`config.mk`:
```
export PLATFORM = sky130hd
export DESIGN_NAME = writeback_buffered_flat
export DESIGN_NICKNAME = d
export VERILOG_FILES = /design/src/rtl/writeback_buffered_pkg.sv /design/src/rtl/writeback_buffered_if.sv /design/src/rtl/writeback_buffered_wb_fifo.sv /design/src/rtl/writeback_buffered.sv /design/src/flat_wrapper.sv
export VERILOG_INCLUDE_DIRS = /design/src /design/src/rtl
export SDC_FILE = /design/constraint.sdc
export NUM_CORES = 1
export LEC_CHECK = 0
export BUFFER_PORTS_ARGS = -buffer_cell sky130_fd_sc_hd__clkbuf_2
export CORE_UTILIZATION = 56
export DETAILED_ROUTE_END_ITERATION = 8
export GPL_ROUTABILITY_DRIVEN = 0
export PLACE_DENSITY = 0.8
export SLEW_MARGIN = 20
export SYNTH_ARGS = -nofsm -noshare
export SYNTH_HDL_FRONTEND = slang
export SYNTH_HIERARCHICAL = 1
export SYNTH_SLANG_ARGS = --single-unit
export TNS_END_PERCENT = 100
```
`constraint.sdc`:
```
create_clock -name wb_clk -period 4.3 [get_ports wb_clk]
set_input_delay 0.645 -clock wb_clk [delete_from_list [all_inputs] [get_ports wb_clk]]
set_output_delay 0.645 -clock wb_clk [all_outputs]
set_load 0.02 [all_outputs]
```
`src/rtl/header.vh`:
```
// Shared opcode and load-type constants for the write-back stage.
`ifndef WB_HEADER_VH
`define WB_HEADER_VH

`define OPCODE_WIDTH  7
`define OPCODE_LOAD   7'b0000011
`define OPCODE_SYSTEM 7'b1110011

`define FUNCT3_LB  3'd0
`define FUNCT3_LH  3'd1
`define FUNCT3_LW  3'd2
`define FUNCT3_LBU 3'd4
`define FUNCT3_LHU 3'd5

`endif

```
`src/rtl/writeback_buffered_pkg.sv`:
```
// Package for writeback_buffered: opcode/funct constants and result-source selection.
`include "header.vh"

package writeback_buffered_pkg;

  localparam int OPCODE_W = `OPCODE_WIDTH;

  localparam logic [OPCODE_W-1:0] OP_LOAD   = `OPCODE_LOAD;
  localparam logic [OPCODE_W-1:0] OP_SYSTEM = `OPCODE_SYSTEM;

  localparam logic [2:0] F3_LB  = `FUNCT3_LB;
  localparam logic [2:0] F3_LH  = `FUNCT3_LH;
  localparam logic [2:0] F3_LW  = `FUNCT3_LW;
  localparam logic [2:0] F3_LBU = `FUNCT3_LBU;
  localparam logic [2:0] F3_LHU = `FUNCT3_LHU;

  typedef enum logic [1:0] {
    SRC_ALU  = 2'd0,
    SRC_LOAD = 2'd1,
    SRC_CSR  = 2'd2
  } wb_src_e;

  // CSR reads are SYSTEM instructions with a non-zero funct3; ECALL/EBREAK fall to ALU
  function automatic wb_src_e select_src(input logic [OPCODE_W-1:0] opcode,
                                         input logic funct_nonzero);
    wb_src_e src;
    if (opcode == OP_LOAD) begin
      src = SRC_LOAD;
    end else if ((opcode == OP_SYSTEM) && funct_nonzero) begin
      src = SRC_CSR;
    end else begin
      src = SRC_ALU;
    end
    return src;
  endfunction

endpackage

```
`src/rtl/writeback_buffered_if.sv`:
```
// Memory-stage / register-file bus of writeback_buffered; master drives the wb_i_* side.
interface writeback_buffered_if
  import writeback_buffered_pkg::*;
#(
  parameter int DWIDTH      = 32,
  parameter int AWIDTH      = 5,
  parameter int PC_WIDTH    = 32,
  parameter int FUNCT_WIDTH = 3,
  parameter int DEPTH       = 4,
  parameter int CNT_WIDTH   = 32
);
  logic                    wb_i_valid;
  logic                    wb_o_ready;
  logic [OPCODE_W-1:0]     wb_i_opcode;
  logic [FUNCT_WIDTH-1:0]  wb_i_funct;
  logic [1:0]              wb_i_addr_lo;
  logic                    wb_i_we_rd;
  logic [AWIDTH-1:0]       wb_i_rd_addr;
  logic [DWIDTH-1:0]       wb_i_rd_data;
  logic [DWIDTH-1:0]       wb_i_data_load;
  logic [DWIDTH-1:0]       wb_i_csr;
  logic [PC_WIDTH-1:0]     wb_i_pc;
  logic                    wb_i_flush;
  logic                    wb_i_stall;
  logic                    wb_i_rf_ready;
  logic                    wb_o_valid;
  logic                    wb_o_we_rd;
  logic [AWIDTH-1:0]       wb_o_rd_addr;
  logic [DWIDTH-1:0]       wb_o_rd_data;
  logic [PC_WIDTH-1:0]     wb_o_next_pc;
  logic [$clog2(DEPTH):0]  wb_o_count;
  logic [CNT_WIDTH-1:0]    wb_o_retire_cnt;

  modport master (
    output wb_i_valid, wb_i_opcode, wb_i_funct, wb_i_addr_lo, wb_i_we_rd, wb_i_rd_addr,
           wb_i_rd_data, wb_i_data_load, wb_i_csr, wb_i_pc, wb_i_flush, wb_i_stall,
           wb_i_rf_ready,
    input  wb_o_ready, wb_o_valid, wb_o_we_rd, wb_o_rd_addr, wb_o_rd_data, wb_o_next_pc,
           wb_o_count, wb_o_retire_cnt
  );

  modport slave (
    input  wb_i_valid, wb_i_opcode, wb_i_funct, wb_i_addr_lo, wb_i_we_rd, wb_i_rd_addr,
           wb_i_rd_data, wb_i_data_load, wb_i_csr, wb_i_pc, wb_i_flush, wb_i_stall,
           wb_i_rf_ready,
    output wb_o_ready, wb_o_valid, wb_o_we_rd, wb_o_rd_addr, wb_o_rd_data, wb_o_next_pc,
           wb_o_count, wb_o_retire_cnt
  );
endinterface

```
`src/rtl/writeback_buffered_wb_fifo.sv`:
```
// Retire buffer: DEPTH-entry circular FIFO with flush and simultaneous push/pop.
module writeback_buffered_wb_fifo #(
  parameter int WIDTH = 8,
  parameter int DEPTH = 4
) (
  input  logic                   clk,
  input  logic                   rst,
  input  logic                   push,
  input  logic                   pop,
  input  logic                   flush,
  input  logic [WIDTH-1:0]       din,
  output logic [WIDTH-1:0]       dout,
  output logic [$clog2(DEPTH):0] count
);
  localparam int PTR_W = $clog2(DEPTH);

  logic [WIDTH-1:0] mem_r [DEPTH];
  logic [PTR_W-1:0] wr_ptr_r;
  logic [PTR_W-1:0] rd_ptr_r;
  logic [PTR_W:0]   count_r;

  // Storage write on an accepted push
  always_ff @(posedge clk) begin
    if (push && !rst && !flush) begin
      mem_r[wr_ptr_r] <= din;
    end
  end

  // Pointers and occupancy; DEPTH is a power of two so pointers wrap naturally
  always_ff @(posedge clk) begin
    if (rst || flush) begin
      wr_ptr_r <= {PTR_W{1'b0}};
      rd_ptr_r <= {PTR_W{1'b0}};
      count_r  <= {(PTR_W+1){1'b0}};
    end else begin
      if (push) begin
        wr_ptr_r <= wr_ptr_r + PTR_W'(1);
      end
      if (pop) begin
        rd_ptr_r <= rd_ptr_r + PTR_W'(1);
      end
      case ({push, pop})
        2'b10:   count_r <= count_r + (PTR_W+1)'(1);
        2'b01:   count_r <= count_r - (PTR_W+1)'(1);
        default: count_r <= count_r;
      endcase
    end
  end

  assign dout  = mem_r[rd_ptr_r];
  assign count = count_r;
endmodule

```
`src/rtl/writeback_buffered.sv`:
```
// Buffered write-back stage: result select, load extension, retire FIFO, retire counter.
// Optional load shift/extension is enabled by defining WB_LOAD_EXT_EN.
module writeback_buffered
  import writeback_buffered_pkg::*;
#(
  parameter int DWIDTH      = 32,
  parameter int AWIDTH      = 5,
  parameter int PC_WIDTH    = 32,
  parameter int FUNCT_WIDTH = 3,
  parameter int DEPTH       = 4,
  parameter int CNT_WIDTH   = 32
) (
  input logic                 wb_clk,
  input logic                 wb_rst,
  writeback_buffered_if.slave bus
);
  localparam int CNT_W = $clog2(DEPTH) + 1;
  localparam logic [CNT_W-1:0] FULL_CNT = CNT_W'(DEPTH);

  typedef struct packed {
    logic                we;
    logic [AWIDTH-1:0]   rd_addr;
    logic [DWIDTH-1:0]   data;
    logic [PC_WIDTH-1:0] next_pc;
  } entry_t;

  logic                 valid_s;
  logic                 pop_s;
  logic                 push_s;
  logic                 ready_s;
  logic [DWIDTH-1:0]    load_ext_s;
  logic [DWIDTH-1:0]    result_s;
  entry_t               entry_s;
  entry_t               head_s;
  logic [CNT_W-1:0]     count_s;
  logic [CNT_WIDTH-1:0] retire_cnt_r;

  assign valid_s = (count_s != {CNT_W{1'b0}});
  assign pop_s   = valid_s && bus.wb_i_rf_ready && !bus.wb_i_stall && !bus.wb_i_flush;
  assign ready_s = !wb_rst && ((count_s < FULL_CNT) || pop_s);
  assign push_s  = bus.wb_i_valid && ready_s && !bus.wb_i_flush;

`ifdef WB_LOAD_EXT_EN
  logic [DWIDTH-1:0] shifted_s;

  // Align the addressed byte to bit 0, then sign/zero extend per load type
  always_comb begin
    shifted_s = bus.wb_i_data_load >> {bus.wb_i_addr_lo, 3'b000};
    case (bus.wb_i_funct)
      FUNCT_WIDTH'(F3_LB):  load_ext_s = {{(DWIDTH-8){shifted_s[7]}}, shifted_s[7:0]};
      FUNCT_WIDTH'(F3_LH):  load_ext_s = {{(DWIDTH-16){shifted_s[15]}}, shifted_s[15:0]};
      FUNCT_WIDTH'(F3_LW):  load_ext_s = shifted_s;
      FUNCT_WIDTH'(F3_LBU): load_ext_s = {{(DWIDTH-8){1'b0}}, shifted_s[7:0]};
      FUNCT_WIDTH'(F3_LHU): load_ext_s = {{(DWIDTH-16){1'b0}}, shifted_s[15:0]};
      default:              load_ext_s = shifted_s;
    endcase
  end
`else
  logic unused_addr_lo_s;
  assign unused_addr_lo_s = ^bus.wb_i_addr_lo;

  // Raw load word passes through unmodified
  always_comb begin
    load_ext_s = bus.wb_i_data_load;
  end
`endif

  // Result source select and entry assembly; writes to x0 never enable the port
  always_comb begin
    case (select_src(bus.wb_i_opcode, |bus.wb_i_funct))
      SRC_LOAD: result_s = load_ext_s;
      SRC_CSR:  result_s = bus.wb_i_csr;
      SRC_ALU:  result_s = bus.wb_i_rd_data;
      default:  result_s = bus.wb_i_rd_data;
    endcase
    entry_s.we      = bus.wb_i_we_rd && (bus.wb_i_rd_addr != {AWIDTH{1'b0}});
    entry_s.rd_addr = bus.wb_i_rd_addr;
    entry_s.data    = result_s;
    entry_s.next_pc = bus.wb_i_pc + PC_WIDTH'(4);
  end

  writeback_buffered_wb_fifo #(
    .WIDTH ($bits(entry_t)),
    .DEPTH (DEPTH)
  ) u_fifo (
    .clk   (wb_clk),
    .rst   (wb_rst),
    .push  (push_s),
    .pop   (pop_s),
    .flush (bus.wb_i_flush),
    .din   (entry_s),
    .dout  (head_s),
    .count (count_s)
  );

  // Retired-instruction counter; survives flush, cleared only by reset
  always_ff @(posedge wb_clk) begin
    if (wb_rst) begin
      retire_cnt_r <= {CNT_WIDTH{1'b0}};
    end else if (pop_s) begin
      retire_cnt_r <= retire_cnt_r + CNT_WIDTH'(1);
    end else begin
      retire_cnt_r <= retire_cnt_r;
    end
  end

  // Head outputs are zero whenever the buffer is empty
  always_comb begin
    if (valid_s) begin
      bus.wb_o_we_rd   = head_s.we;
      bus.wb_o_rd_addr = head_s.rd_addr;
      bus.wb_o_rd_data = head_s.data;
      bus.wb_o_next_pc = head_s.next_pc;
    end else begin
      bus.wb_o_we_rd   = 1'b0;
      bus.wb_o_rd_addr = {AWIDTH{1'b0}};
      bus.wb_o_rd_data = {DWIDTH{1'b0}};
      bus.wb_o_next_pc = {PC_WIDTH{1'b0}};
    end
  end

  assign bus.wb_o_valid      = valid_s;
  assign bus.wb_o_ready      = ready_s;
  assign bus.wb_o_count      = count_s;
  assign bus.wb_o_retire_cnt = retire_cnt_r;
endmodule

```
`src/flat_wrapper.sv`:
```
// flat-port wrapper written by rule: the top's interface ports become plain ports
module writeback_buffered_flat import writeback_buffered_pkg::*;
#(
  parameter int DWIDTH      = 32,
  parameter int AWIDTH      = 5,
  parameter int PC_WIDTH    = 32,
  parameter int FUNCT_WIDTH = 3,
  parameter int DEPTH       = 4,
  parameter int CNT_WIDTH   = 32
)
  (wb_clk, wb_rst, bus_wb_i_valid, bus_wb_i_opcode, bus_wb_i_funct, bus_wb_i_addr_lo, bus_wb_i_we_rd, bus_wb_i_rd_addr, bus_wb_i_rd_data, bus_wb_i_data_load, bus_wb_i_csr, bus_wb_i_pc, bus_wb_i_flush, bus_wb_i_stall, bus_wb_i_rf_ready, bus_wb_o_ready, bus_wb_o_valid, bus_wb_o_we_rd, bus_wb_o_rd_addr, bus_wb_o_rd_data, bus_wb_o_next_pc, bus_wb_o_count, bus_wb_o_retire_cnt);
  writeback_buffered_if #(.DWIDTH(DWIDTH), .AWIDTH(AWIDTH), .PC_WIDTH(PC_WIDTH), .FUNCT_WIDTH(FUNCT_WIDTH), .DEPTH(DEPTH), .CNT_WIDTH(CNT_WIDTH)) bus_i ();
  input logic wb_clk;
  input logic wb_rst;
  input wire logic [$bits(bus_i.wb_i_valid)-1:0] bus_wb_i_valid;
  input wire logic [$bits(bus_i.wb_i_opcode)-1:0] bus_wb_i_opcode;
  input wire logic [$bits(bus_i.wb_i_funct)-1:0] bus_wb_i_funct;
  input wire logic [$bits(bus_i.wb_i_addr_lo)-1:0] bus_wb_i_addr_lo;
  input wire logic [$bits(bus_i.wb_i_we_rd)-1:0] bus_wb_i_we_rd;
  input wire logic [$bits(bus_i.wb_i_rd_addr)-1:0] bus_wb_i_rd_addr;
  input wire logic [$bits(bus_i.wb_i_rd_data)-1:0] bus_wb_i_rd_data;
  input wire logic [$bits(bus_i.wb_i_data_load)-1:0] bus_wb_i_data_load;
  input wire logic [$bits(bus_i.wb_i_csr)-1:0] bus_wb_i_csr;
  input wire logic [$bits(bus_i.wb_i_pc)-1:0] bus_wb_i_pc;
  input wire logic [$bits(bus_i.wb_i_flush)-1:0] bus_wb_i_flush;
  input wire logic [$bits(bus_i.wb_i_stall)-1:0] bus_wb_i_stall;
  input wire logic [$bits(bus_i.wb_i_rf_ready)-1:0] bus_wb_i_rf_ready;
  output wire logic [$bits(bus_i.wb_o_ready)-1:0] bus_wb_o_ready;
  output wire logic [$bits(bus_i.wb_o_valid)-1:0] bus_wb_o_valid;
  output wire logic [$bits(bus_i.wb_o_we_rd)-1:0] bus_wb_o_we_rd;
  output wire logic [$bits(bus_i.wb_o_rd_addr)-1:0] bus_wb_o_rd_addr;
  output wire logic [$bits(bus_i.wb_o_rd_data)-1:0] bus_wb_o_rd_data;
  output wire logic [$bits(bus_i.wb_o_next_pc)-1:0] bus_wb_o_next_pc;
  output wire logic [$bits(bus_i.wb_o_count)-1:0] bus_wb_o_count;
  output wire logic [$bits(bus_i.wb_o_retire_cnt)-1:0] bus_wb_o_retire_cnt;
  assign bus_i.wb_i_valid = bus_wb_i_valid;
  assign bus_i.wb_i_opcode = bus_wb_i_opcode;
  assign bus_i.wb_i_funct = bus_wb_i_funct;
  assign bus_i.wb_i_addr_lo = bus_wb_i_addr_lo;
  assign bus_i.wb_i_we_rd = bus_wb_i_we_rd;
  assign bus_i.wb_i_rd_addr = bus_wb_i_rd_addr;
  assign bus_i.wb_i_rd_data = bus_wb_i_rd_data;
  assign bus_i.wb_i_data_load = bus_wb_i_data_load;
  assign bus_i.wb_i_csr = bus_wb_i_csr;
  assign bus_i.wb_i_pc = bus_wb_i_pc;
  assign bus_i.wb_i_flush = bus_wb_i_flush;
  assign bus_i.wb_i_stall = bus_wb_i_stall;
  assign bus_i.wb_i_rf_ready = bus_wb_i_rf_ready;
  assign bus_wb_o_ready = bus_i.wb_o_ready;
  assign bus_wb_o_valid = bus_i.wb_o_valid;
  assign bus_wb_o_we_rd = bus_i.wb_o_we_rd;
  assign bus_wb_o_rd_addr = bus_i.wb_o_rd_addr;
  assign bus_wb_o_rd_data = bus_i.wb_o_rd_data;
  assign bus_wb_o_next_pc = bus_i.wb_o_next_pc;
  assign bus_wb_o_count = bus_i.wb_o_count;
  assign bus_wb_o_retire_cnt = bus_i.wb_o_retire_cnt;
  writeback_buffered #(.DWIDTH(DWIDTH), .AWIDTH(AWIDTH), .PC_WIDTH(PC_WIDTH), .FUNCT_WIDTH(FUNCT_WIDTH), .DEPTH(DEPTH), .CNT_WIDTH(CNT_WIDTH)) u_core (.wb_clk(wb_clk), .wb_rst(wb_rst), .bus(bus_i));
endmodule
```
Yosys cells after proc, flatten, opt, wreduce, memory -nomap -nowiden

Memory sizes are Yosys's and may differ from the RTL's. A register that Yosys moved wholly into a read port is not among the register bits.
Cells that the tools add are included.
Widths: inputs -> output; s select.

$add $sub $neg: 6
Magnitude comparators: 1
Eq/ne operators: 6
Mux-type cells: 12
Reduce and logical (&&, ||, !) cells: 19

Operators with widths:

| kind                  | number |
|---|---|
| $mux 32               | 2 |
| $pmux 32 s2           | 1 |
| $add 32x1->32 const B | 1 |
| $add 32x3->32 const B | 1 |
| $logic_and 1x1->1     | 10 |
| $mux 2                | 4 |
| $eq 7x2->1 const B    | 1 |
| $eq 7x7->1 const B    | 1 |
| $pmux 3 s2            | 1 |
| $mux 5                | 1 |
| $reduce_bool 5->1     | 1 |
| $add 2x1->2 const B   | 2 |
| $eq 2x1->1 const B    | 2 |
| $eq 2x2->1 const B    | 2 |
| $add 3x1->3 const B   | 1 |
| $logic_not 1->1       | 3 |
| $lt 3x3->1 const B    | 1 |
| $mux 1                | 3 |
| $reduce_bool 3->1     | 1 |
| $reduce_or 3->1       | 1 |
| $sub 3x1->3 const B   | 1 |
| $logic_or 1x1->1      | 2 |
| $reduce_bool 2->1     | 1 |

Flip-flop bits (word level): 39
Memory bits (writable): 280
Input bits: 152
Output and inout port bits: 107
Logic and storage cells: 49
Memories kept: 1

Memory list:

| name                | depth | width | read ports | clocked after memory_dff | write ports | RTL line                         | source |
|---|---|---|---|---|---|---|---|
| u_core.u_fifo.mem_r | 4     | 70    | 1          | 1                        | 1           | writeback_buffered_wb_fifo.sv:17 | `logic [WIDTH-1:0] mem_r [DEPTH];` |

Depth between registers and ports, before layout

Word-level depth: 12
Gate-level depth with buffers: 10
Gate-level depth less buffers: 10

Modules after synthesis

The synthesis kept the hierarchy.

By module, submodules not included:

| module                     | times used | cells each | area an instance (um2) | seq. area each (um2) |
|---|---|---|---|---|
| writeback_buffered_wb_fifo | 1          | 413        | 10,607.7               | 8,588.2 |
| writeback_buffered         | 1          | 430        | 3,210.6                | 640.6 |

Worst setup path before layout

Ideal clock, no wire load.

Kind: input -> register
Start point: in bus_wb_i_flush
End point: mem u_core/u_fifo/mem_r[0][0] (netlist name) (enable)
Library setup time: 0.436 ns
Arrival time: 3.517 ns
Data required time: 3.864 ns
Path slack: 0.347 ns
Stages on the path: 4
Buffers on the path: 0
Path through: or3b_4 > a21oi_1 > and3b_1 > and3_1

Cells in the longest elaborated chain, start to end: 10

RTL lines:

| what                           | RTL line                         | source |
|---|---|---|
| start: declaration             | flat_wrapper.sv:25               | `input wire logic [$bits(bus_i.wb_i_flush)-1:0] bus_wb_i_flush;` |
| $logic_not 1->1                | writeback_buffered.sv:39         | `assign pop_s = valid_s && bus.wb_i_rf_ready && !bus.wb_i_stall && !bus.wb_i_flush;` |
| $logic_and 1x1->1              | writeback_buffered.sv:39         |  |
| $logic_or 1x1->1               | writeback_buffered.sv:40         | `assign ready_s = !wb_rst && ((count_s < FULL_CNT) \|\| pop_s);` |
| $logic_and 1x1->1              | writeback_buffered.sv:40         |  |
| named net bus_wb_o_ready       | flat_wrapper.sv:28               | `output wire logic [$bits(bus_i.wb_o_ready)-1:0] bus_wb_o_ready;` |
| $logic_and 1x1->1 (2 in a row) | writeback_buffered.sv:41         | `assign push_s = bus.wb_i_valid && ready_s && !bus.wb_i_flush;` |
| named net u_core.push_s        | writeback_buffered.sv:29         | `logic push_s;` |
| $logic_and 1x1->1 (2 in a row) | writeback_buffered_wb_fifo.sv:24 | `if (push && !rst && !flush) begin` |
| $mux 1                         | writeback_buffered_wb_fifo.sv:24 |  |
| $mux 1 (not written as such)   | writeback_buffered_wb_fifo.sv:25 | `mem_r[wr_ptr_r] <= din;` |
| end: declaration               | writeback_buffered_wb_fifo.sv:17 |  |

The timed path passes the listed nets, and every way through them passes these cells.

==> results.txt <==
At the worst endpoint, the arrival time is 2.43 ns. The final-report max-slew violation count came out at 0. The total negative setup slack came out at 0 ns. For this run, the top clock speed supported by timing is 325 MHz. The critical setup path kind is register to output port. The number of instances in the synthesized netlist is 843. The post-route core utilization came out at 0.673. The count of filler cells inserted in the layout came out at 1678. Hold repair after CTS inserted 0 buffers. The reg-to-reg setup timing slack came out at 1.63 ns. Gates resized during post-CTS repair numbered 0. The net count after synthesis is 1003. The first-pass iteration count of the detailed router is 5. Of the available clock period, the critical path in the final layout requires 0.716.

Of the synthesized area, sequential elements account for 0.668. The first-iteration detailed-routing DRC count came out at 816. The wire length per cell is 20.2 microns.

Along the worst path, the maximum fanout reaches 21. The maximum count of clock buffers along a single path came out at 3. The worst hold margin is 0.329 ns.

The area enclosed by the die boundary is 0.0253 sq mm. STA classifies the critical path endpoint as an output port. The final count of negative-setup-slack endpoints came out at 0. The number of hold violations in the final report came out at 0. The initial utilization of the core area, before any placement, comes to 0.570. The total CTS buffers is 31.

For the pin with the worst max-slew slack, the measured transition is 1.05 ns. The tree built by TritonCTS fans out to 321 sinks. From synthesis to final layout, the design area changed by 18.2%. The number of remaining DRC errors is 0.

The detail route stage leaves a number of antenna-violating nets equal to 0. The multi-input logic area is 0.00428 sq mm. The class of the most critical hold timing path is input port to register. The required time of the worst setup path came out at 3.65 ns. The top-level port count is 259. The final HPWL from detailed placement is 18900 microns.

The fraction of final layout cells with drive strength greater than 1 is 0.356. TritonCTS built the clock tree. The count of yosys warnings during synthesis is 6. The largest stage delay on the critical path came out at 0.60 ns. The mean cell area of the mapped netlist is 16.4 sq um.

In the synthesized netlist the dominant register cell turns out to be edfxtp_1. The area of the placeable core came out at 0.0242 sq mm. The global-route usage over all layers is 0.231. STA classifies the critical path startpoint as a register. The via count normalized by instance count is 5.83. Along the worst hold path, the cell count comes to 1.

The chip width came out at 159 microns. The flow ran to the end, and the final reports show no timing, DRC or antenna violations. The number of rows in the core area is 57. The synthesized design contains 280 enable-type register cells.

The cell area after synthesis is 0.0138 sq mm. The post-CTS setup buffer count is 0. The maximum vdd ir drop came out at 0.349 mV. The worst max-slew margin expressed relative to the limit came out at 0.297. The sum of routed wire length over all layers came out at 29100 microns. The tool flagged a number of max-cap violations equal to 0. The largest clock skew in the final design is 0.00895 ns.

The largest net degree at the start of global routing came out at 72. Global routing finished with a remaining overflow of 0. The number of antenna violations at the first check in global routing was 0. The flip-flop and latch count after synthesis came out at 321. The number of vias after detailed routing is 8423.

The clock latency at the later pin of the worst-skew pair is 0.54 ns. The number of different library cells in the post-synthesis netlist is 40. The minimum period implied by the final worst setup slack is 3.08 ns. The cell with the largest stage delay on the worst path is mux4_2. The tree is rooted in a clkbuf_16. After synthesis, the share of flip-flops with an asynchronous set or reset is 0. The first-pass GRT wire length came out at 45700 microns. The clock-pin slew reported for the worst setup and hold paths after clock tree synthesis is 0.06 ns. The number of global-route vias before repair is 8463. In this run the tool buffered the top-level ports with 256 buffer cells. Setup repair after global routing left no endpoint under its margin. The path depth of the worst reg2reg path came out at 4. Traced cell by cell, the critical path runs through buf_4 > mux4_2 > and2_1 > clkbuf_2.

The total power divided by cell area is 376 mW/mm^2. The area taken by flip-flops and latches came out at 0.00924 sq mm. In the final design database the tool counted 1256 nets. The height of the chip came out at 159 microns. The total power consumption of the routed design is 6.14 mW. The leakage power total came out at 5.86 nW. In this run the number of H-tree levels came out at 1.
## power by group
part	internal, mW	switching (mW)	leakage [nW]
clock network	1.44	1.07	0.454
logic	0.0995	0.134	2.55
registers	3.40	0.00287	2.85
total	4.93	1.21	5.86
## worst paths after layout
| kind | end | start |
|---|---|---|
| max | bus_wb_o_rd_data[30] | register |
| min | u_core/u_fifo/mem_r[0][1]$_DFFE_PP_ | bus_wb_i_pc[1] |
| max reg2reg | u_core/bus.wb_o_retire_cnt[27]$_SDFFE_PP0P_ | u_core/bus.wb_o_retire_cnt[9]$_SDFFE_PP0P_ |
| min reg2reg | u_core/bus.wb_o_retire_cnt[7]$_SDFFE_PP0P_ | u_core/bus.wb_o_retire_cnt[7]$_SDFFE_PP0P_ |
## layer usage
| metal | GRT usage | vias to the layer above | part of all wire |
|---|---|---|---|
| li1 | - | 3846 | - |
| met1 | 0.307 | 4205 | 0.41 |
| met2 | 0.400 | 321 | 0.51 |
| met3 | 0.0300 | 51 | 0.058 |
| met4 | 0.0730 | 0 | 0.023 |
| met5 | 0 | - | 0 |
## synth_stat cells, drive strengths merged (8+ instances only)
library cell    n  area, sq um
or4            20          150
clkbuf         29          109
nor2           28          105
nand3          24          120
and2           74          463
nand4          16          100
edfxtp        280         8410
xnor2          24          210
a21oi          24          120
inv            14         52.6
mux4           70         1580
buf            17          201
and3            8         50.1
xor2           15          131
dfxtp          41          821
o31ai          17          128
nand2          21         78.8
a21o           32          240
a22o           32          280
## flip-flops by register name, indices dropped and copies added (netlist names), named ones only
signal and count:
u_core/u_fifo/wr_ptr_r 2, u_core/u_fifo/rd_ptr_r 2, u_core/u_fifo/count 3, u_core/u_fifo/mem_r 280
u_core/bus.wb_o_retire_cnt 32
## critical path: cells and delay by family, from the launching register on
kind,cells,cell delay [ns]
simple gates,1,0.15
buf+inv,2,0.61
flops,1,0.53
mux,1,0.60
## layout by cell type (no fill, tap or decap), types with 24 or more instances in the layout
| master | count |
|---|---|
| dfxtp_1 | 39 |
| mux4_2 | 70 |
| clkbuf_16 | 31 |
| clkbuf_2 | 256 |
| nor2_1 | 27 |
| a21oi_1 | 24 |
| and2_1 | 74 |
| nand3_1 | 24 |
| edfxtp_1 | 280 |
| a22o_1 | 32 |
| a21o_1 | 32 |
| xnor2_1 | 24 |
## final cells by class
cell class                      count  share of cell area
Clock buffer                       40              0.0496
Inverter                           14             0.00322
Timing Repair Buffer              266              0.0869
Clock inverter                     16             0.00781
Antenna cell                        1            0.000153
Multi-Input combinational cell    462               0.262
Sequential cell                   321               0.566
Tap cell                          324              0.0248
## stage by stage
stage                     std cells  setup slack (ns)  instance area [sq um]
final                          1444              1.22                  16300
after global routing           1443              1.06                  16300
after CTS                      1443              1.16                  16300
after detailed placement       1387              1.24                  15400
after global placement         1387              1.26                  15400
after floorplan                 843             0.347                  13800
## cell families after synthesis
| family | share of synthesized area |
|---|---|
| flip-flops | 0.668 |
| buffers and inverters | 0.0263 |
| multiplexers | 0.119 |
| AND/OR/NAND/NOR | 0.0969 |
| AO/OA/AOI/OAI | 0.0576 |
| XOR/XNOR | 0.0247 |
| adder cells (fa/ha/maj) | 0.00779 |
Note: power is estimated with default switching activity, not from simulation.
